## src/rtl/ex_mem_stage.sv

```systemverilog
// ex_mem_stage: EX->MEM pipeline register with a 2-entry skid buffer.
//
// The stage captures the ALU result, zero flag, store data, destination
// register and the MEM/WB control bundle. It resolves beq branch-taken at
// capture time. It presents one entry per cycle to the data-memory stage
// through a valid/ready handshake.
//
// Every output is driven directly from a flop, so memory back-pressure
// never reaches the combinational ALU path. The forwarding outputs are the
// only exception: they are simple functions of main-register flops.
//
// Parameters
//   DW   datapath width (ALU result, store data)
//   RAW  register-address width
//
// Ports
//   clk, rst_n      rising-edge clock, synchronous active-low reset
//   in_valid        EX offers an entry
//   in_ready        stage can accept (registered, low only when both slots are held)
//   in_result       ALU result
//   in_flag         ALU zero flag
//   in_store_data   store data
//   in_rd           destination register
//   in_ctrl         {reg_write, mem_read, mem_write, branch}
//   flush           drop every held entry and the entry offered this cycle
//   out_valid       main entry valid toward MEM
//   out_ready       MEM accepts the main entry
//   out_result      held ALU result
//   out_store_data  held store data
//   out_rd          held destination register
//   out_ctrl        held control bundle
//   out_br_taken    held branch & zero flag
//   occupancy       number of held entries (0..2)
//
// Optional feature, enabled by defining EX_MEM_FWD_EN
//   fwd_valid       main entry is a valid non-load register write to rd != 0
//   fwd_rd          main entry destination register
//   fwd_data        main entry ALU result
module ex_mem_stage #(
   parameter int unsigned DW  = 64,
   parameter int unsigned RAW = 5
) (
   input  logic           clk,
   input  logic           rst_n,
   input  logic           in_valid,
   output logic           in_ready,
   input  logic [DW-1:0]  in_result,
   input  logic           in_flag,
   input  logic [DW-1:0]  in_store_data,
   input  logic [RAW-1:0] in_rd,
   input  logic [3:0]     in_ctrl,
   input  logic           flush,
   output logic           out_valid,
   input  logic           out_ready,
   output logic [DW-1:0]  out_result,
   output logic [DW-1:0]  out_store_data,
   output logic [RAW-1:0] out_rd,
   output logic [3:0]     out_ctrl,
   output logic           out_br_taken,
`ifdef EX_MEM_FWD_EN
   output logic           fwd_valid,
   output logic [RAW-1:0] fwd_rd,
   output logic [DW-1:0]  fwd_data,
`endif
   output logic [1:0]     occupancy
);

   // The state encoding doubles as the entry count.
   typedef enum logic [1:0] {
      S_EMPTY = 2'd0,
      S_ONE   = 2'd1,
      S_FULL  = 2'd2
   } state_e;

   typedef struct packed {
      logic [DW-1:0]  result;
      logic [DW-1:0]  store_data;
      logic [RAW-1:0] rd;
      logic [3:0]     ctrl;
      logic           br_taken;
   } entry_t;

   state_e     state_q, state_d;
   entry_t     main_q, main_d;
   entry_t     skid_q, skid_d;
   entry_t     in_entry;
   logic       out_valid_q, out_valid_d;
   logic       in_ready_q, in_ready_d;
   logic [1:0] occ_q, occ_d;
   logic       accept, drain;

   always_comb begin
      in_entry.result     = in_result;
      in_entry.store_data = in_store_data;
      in_entry.rd         = in_rd;
      in_entry.ctrl       = in_ctrl;
      in_entry.br_taken   = in_ctrl[0] & in_flag;
   end

   assign accept = in_valid & in_ready_q;
   assign drain  = out_valid_q & out_ready;

   always_comb begin
      state_d = state_q;
      main_d  = main_q;
      skid_d  = skid_q;

      unique case (state_q)
         S_EMPTY: begin
            if (accept) begin
               main_d  = in_entry;
               state_d = S_ONE;
            end
         end
         S_ONE: begin
            if (accept && drain) begin
               main_d = in_entry;
            end else if (accept) begin
               skid_d  = in_entry;
               state_d = S_FULL;
            end else if (drain) begin
               state_d = S_EMPTY;
            end
         end
         S_FULL: begin
            // in_ready is low here, so only a drain can happen.
            if (drain) begin
               main_d  = skid_q;
               skid_d  = '0;
               state_d = S_ONE;
            end
         end
         default: state_d = S_EMPTY;
      endcase

      // Flush discards any same-cycle capture. The data fields stay stale,
      // but the control bundle is cleared so no side effect leaks downstream.
      if (flush) begin
         state_d     = S_EMPTY;
         main_d      = main_q;
         main_d.ctrl = '0;
         skid_d      = skid_q;
      end

      out_valid_d = (state_d != S_EMPTY);
      in_ready_d  = (state_d != S_FULL);
      occ_d       = state_d;
   end

   always_ff @(posedge clk) begin
      if (!rst_n) begin
         state_q     <= S_EMPTY;
         main_q      <= '0;
         skid_q      <= '0;
         out_valid_q <= 1'b0;
         in_ready_q  <= 1'b1;
         occ_q       <= '0;
      end else begin
         state_q     <= state_d;
         main_q      <= main_d;
         skid_q      <= skid_d;
         out_valid_q <= out_valid_d;
         in_ready_q  <= in_ready_d;
         occ_q       <= occ_d;
      end
   end

   assign in_ready       = in_ready_q;
   assign out_valid      = out_valid_q;
   assign out_result     = main_q.result;
   assign out_store_data = main_q.store_data;
   assign out_rd         = main_q.rd;
   assign out_ctrl       = main_q.ctrl;
   assign out_br_taken   = main_q.br_taken;
   assign occupancy      = occ_q;

`ifdef EX_MEM_FWD_EN
   // Loads are excluded: their data is not known until after MEM.
   assign fwd_valid = out_valid_q & main_q.ctrl[3] & ~main_q.ctrl[2] & (main_q.rd != '0);
   assign fwd_rd    = main_q.rd;
   assign fwd_data  = main_q.result;
`endif

endmodule

```

## config.mk

```make
export PLATFORM = sky130hd
export DESIGN_NAME = ex_mem_stage
export DESIGN_NICKNAME = d
export VERILOG_FILES = /design/src/rtl/ex_mem_stage.sv
export SDC_FILE = /design/constraint.sdc
export NUM_CORES = 1
export LEC_CHECK = 0
export BUFFER_PORTS_ARGS = -buffer_cell sky130_fd_sc_hd__buf_2
export CELL_PAD_IN_SITES_DETAIL_PLACEMENT = 1
export CELL_PAD_IN_SITES_GLOBAL_PLACEMENT = 1
export CORE_ASPECT_RATIO = 0.5
export CORE_MARGIN = 2
export CORE_UTILIZATION = 35
export CTS_BUF_LIST = sky130_fd_sc_hd__clkbuf_4 sky130_fd_sc_hd__clkbuf_8
export DETAILED_ROUTE_END_ITERATION = 8
export GPL_TIMING_DRIVEN = 0
export PLACE_DENSITY_LB_ADDON = 0.25
export SLEW_MARGIN = 10
export SYNTH_ARGS = -nofsm -noshare
export SYNTH_HDL_FRONTEND = slang
export SYNTH_SLANG_ARGS = --single-unit
```

## constraint.sdc

```tcl
create_clock -name clk -period 1.45 [get_ports clk]
set_input_delay 0.0725 -clock clk [delete_from_list [all_inputs] [get_ports clk]]
set_output_delay 0.0725 -clock clk [all_outputs]
set_load 0.1 [all_outputs]
```

---- After elaboration in Yosys (flattened, before gate mapping) ----
Cells that the tools add are included.
word-level totals
  register bits ........................... 280
  input bits .............................. 143
  output and inout port bits .............. 142
  logic and storage cells ................. 49
operators by class
  eq/ne operators ......................... 8
  multiplexer cells ....................... 14
  bitwise operators ....................... 5
  reductions and logical operators ........ 9
operator list
  cell                  count
  $mux W138             5
  $pmux W138 S3         1
  $pmux W138 S2         1
  $mux W2               6
  $ne A2 B2 Y1 const B  6
  $reduce_and A5 Y1     2
  $pmux W2 S3           1
  $reduce_and A4 Y1     1
  $reduce_bool A2 Y1    2
  $and A1 B1 Y1         3
  $reduce_bool A3 Y1    1
  $eq A2 B1 Y1 const B  1
  $eq A2 B2 Y1 const B  1
  $logic_not A2 Y1      1
  $not A1 Y1            2
  $reduce_or A2 Y1      1
  $logic_and A1 B1 Y1   1

---- Logic depth before layout (Yosys ltp) ----
  depth in word-level cells ............... 7
  depth in mapped cells ................... 7
  depth with buffers taken out ............ 4

---- Least setup slack after synthesis ----
Ideal clock, no wire load.
  path kind ............................... flip-flop to flip-flop
  from .................................... register, netlist name occupancy[1]
  to ...................................... register main_q, in the netlist out_store_data[24]
  library setup time ...................... 0.117 ns
  data arrival time ....................... 2.256 ns
  required time ........................... 1.333 ns
  slack ................................... -0.923 ns
  stages on the path, launching flop included .. 7
  path buffers ............................ 2
  period minus slack after synthesis ...... 2.373 ns
  cells stage by stage .................... dfxtp_1 > nand4b_1 > o211ai_2 > buf_2 > buf_1 > nand4b_1 > o211a_1
RTL lines
  element               line  source
  to (signal assigned)  160   main_q <= main_d;
  to (decl)             84    entry_t main_q, main_d;

---- Worst setup path after layout ----
  from .................................... register in_ready_q, in the netlist in_ready
  to ...................................... register main_q, in the netlist out_store_data[14]
on the way
  word-level cells in the longest chain between the ends .. 4
  elaborated cells between the ends (all ways) .. 5
  those cells by class .................... eq/ne: 2; bitwise: 1; reduce/logical: 2
RTL lines
  element                        line  source
  from (decl)                    88    logic in_ready_q, in_ready_d;
  from (signal assigned)         163   in_ready_q <= in_ready_d;
  $and A1 B1 Y1 *                100   assign accept = in_valid & in_ready_q;
  $logic_and A1 B1 Y1            116   if (accept && drain) begin
  $ne A2 B2 Y1 (no line)         -
  $reduce_and A5 Y1 (no line) *  -
Every way passes the cells marked *; elsewhere a longest branch is shown, timed or not.
A chain may end at the register's enable or synchronous reset.

==> flow_metrics.env <==
export IMPL_worstReg2RegStart="in_ready"
export IMPL_min_from="flush"
export IMPL_cts_sinks=280
export IMPL_clock_fmax_mhz=510
export IMPL_internal_power_mw=14.2
export IMPL_io_pins=285
export IMPL_ys_types=25
export IMPL_track_usage_pct=26.8
export IMPL_relSlewSlack_pct=25.8
export IMPL_ant_nets=0
export IMPL_syn_avg_cell_area_um2=8.63
export IMPL_cts_tree="done"
export IMPL_syn_nets=1598
export IMPL_rows=48
export IMPL_post_route_min_period_ns=1.96
export IMPL_vdd_drop_max_mv=0.535
export IMPL_antenna_found_initial=2
export IMPL_place_gp_congestion=0.818
export IMPL_yosys_top_cells_area="dfxtp_1, o211a_1, nand4b_1"
export IMPL_cts_buffers=45
export IMPL_area_growth_syn_to_layout_pct=56.7
export IMPL_portBuffers=283
export IMPL_netSwitchingFraction_pct=34.6
export IMPL_nNetsFinal=2127
export IMPL_cp_max_fo=6
export IMPL_die_w_um=272
export IMPL_slew_violations=0
export IMPL_vias=14166
export IMPL_dp_slack_ns=-0.921
export IMPL_crit_required_ns=2.01
export IMPL_cts_max_level=2
export IMPL_startpoint_type="register"
export IMPL_fin_ws_ns=-0.511
export IMPL_grt_max_degree=13
export IMPL_synth_edff_count=0
export IMPL_cp_arrival_ns=2.52
export IMPL_worst_pin_slew_ns=1.11
export IMPL_vias_per_cell=5.67
export IMPL_drt_total_wl_um=55500
export IMPL_p_leak_nw=9.32
export IMPL_yosysTopAreaCell="dfxtp_1"
export IMPL_synth_seq_cells=280
export IMPL_clk_pin_slew_ns=0.07
export IMPL_synth_top_area_share_pct=44.7
export IMPL_wire_per_inst_um=22.2
export IMPL_tns_ns=-111.20
export IMPL_p_seq_share_pct=38.1
export IMPL_worst_setup_path_end_kind="register"
export IMPL_drc=0
export IMPL_p_sw_mw=7.49
export IMPL_dp_hpwl_um=32100
export IMPL_status="complete, but fails checks"
export IMPL_combPwrFrac_pct=24.8
export IMPL_async_reset_ff_share_pct=0
export IMPL_grt_setup_unrepaired="yes"
export IMPL_yosysWarnings=0
export IMPL_syn_inst=1455
export IMPL_critPathLaunch="in_ready"
export IMPL_grt_pass1_wl_um=79800
export IMPL_insertion_delay_ns=0.62
export IMPL_synthFlopType="dfxtp_1"
export IMPL_drive_gt1_share_pct=33.4
export IMPL_setup_violations=278
export IMPL_dieArea_mm2=0.0375
export IMPL_power_density_mw_per_mm2=1100
export IMPL_clockBufferDepth=3
export IMPL_fin_skew_ns=0.0328
export IMPL_drt_initial_drc_count=853
export IMPL_min_period_over_period_pct=135
export IMPL_p_clk_share_pct=37.1
export IMPL_start_util_pct=36.0
export IMPL_grt_pass1_vias=14267
export IMPL_overflow=0
export IMPL_violations="negative setup slack"
export IMPL_netlist_area_mm2=0.0126
export IMPL_synth_seq_area_share_pct=44.7
export IMPL_min_path_type="primary input to register"
export IMPL_ctsRootBufferMaster="clkbuf_8"
export IMPL_core_mm2=0.0349
export IMPL_crit_type="register to register"
export IMPL_die_h_um=138
export IMPL_holdWs_ns=0.0957
export IMPL_hold_viol_final=0
export IMPL_dr_pass1_iters=5
export IMPL_drv_cap=0
[placed cells by master, fill, tap and decap left out, types with 4 or more instances in the layout]
| cell type | count |
|---|---|
| clkbuf_4 | 165 |
| clkbuf_1 | 80 |
| buf_12 | 23 |
| dfxtp_1 | 276 |
| buf_2 | 150 |
| diode_2 | 4 |
| clkbuf_8 | 70 |
| buf_8 | 18 |
| nand3_1 | 141 |
| o211ai_1 | 139 |
| buf_6 | 11 |
| dlygate4sd3_1 | 141 |
| clkbuf_16 | 19 |
| o211a_1 | 137 |
| clkbuf_2 | 26 |
| nand4b_1 | 134 |
| buf_16 | 9 |
| dfxtp_4 | 4 |
| buf_4 | 27 |
| nand2_1 | 284 |
| o21ai_2 | 137 |
[flip-flops by register name, indices dropped and copies added (netlist names)]
name            count
out_ctrl            4
out_rd              5
out_valid           1
out_store_data     64
out_result         64
out_br_taken        1
occupancy           2
in_ready            1
skid_q            138
[synthesized netlist by cell type, types with 2 or more instances]
cell	n
clkbuf_1	134
o211a_1	137
nand3_1	142
nand2_1	284
nand4b_1	134
buf_4	6
o211ai_1	139
nand4_1	2
o21a_1	2
nor2b_1	3
buf_1	11
o21ai_1	138
buf_2	31
dfxtp_1	280
a21oi_1	2
[cell type report]
class / count / area [µm²]
fillers: 3961 / 15200
multi-input cells: 992 / 6780
plain buffers: 179 / 1340
clock buffers: 74 / 937
repair buffers: 486 / 4300
diodes: 4 / 10.0
flip-flops and latches: 280 / 5620
clock inverters: 7 / 95.1
well taps: 475 / 594
[metrics by stage]
| step | total power, mW | instances | util [%] | instance area (µm²) |
|---|---|---|---|---|
| 2_1_floorplan | 11.6 | 1455 | - | 12700 |
| 3_3_place_gp | 12.6 | 2213 | 42.3 | 14800 |
| 3_5_place_dp | 12.7 | 2213 | 42.3 | 14800 |
| 4_1_cts | 21.2 | 2475 | 52.5 | 18300 |
| 5_1_grt | 22.4 | 2496 | 56.4 | 19700 |
| 6_report | 21.6 | 2497 | 56.4 | 19700 |
[worst paths after layout]
kind	to	slack (ns)	cells after the start
worst max register to register	out_store_data[14]	-0.51	8
worst max-delay path	out_store_data[14]	-0.51	8
worst min register to register	out_br_taken	0.47	2
worst min-delay path	in_ready	0.1	4
[logic make-up (layout without fill, tap and decap cells)]
group,Yosys count,in the layout,synth area share (%)
flops,280,280,44.7
other cells,0,4,0
mux,1,1,0.0797
buf+inv,183,746,6.02
simple gates,570,570,24.1
compound gates,421,421,25.2
[critical path, cell delays in order (launching register included)]
cell and delay [ns]:
dfxtp_4 0.38, nand4_1 0.23, o211ai_4 0.32, nor2b_4 0.23, buf_12 0.14, buf_12 0.12
buf_12 0.15, clkbuf_16 0.15, o211a_1 0.17
[power by group through the flow]
stage / clock network [mW] / registers (mW) / logic, mW
global route: 8.54 / 8.27 / 5.59
detailed placement: 0 / 8.38 / 4.28
CTS: 8.07 / 8.21 / 4.92
global placement: 0 / 8.37 / 4.25
floorplan: 0 / 10.5 / 1.15
finish: 8.03 / 8.24 / 5.37
[repair_timing]
| item | in CTS | in global routing |
|---|---|---|
| hold buffers | 141 | 0 |
| pin swaps | 9 | 16 |
| endpoints found under the hold margin | 280 | 0 |
| cloned | 13 | 18 |
| resized for setup | 176 | 299 |
| setup endpoints to repair | 396 | 421 |
| setup buffers | 31 | 7 |
[layer usage]
layer,track usage (%),vias to the layer above,wire length [µm]
li1,-,6479,-
met1,33.4,7128,23400
met2,47.0,413,27600
met3,4.40,146,2400
met4,10.1,0,2100
met5,0,-,0
(Power assumes the default switching activity.)
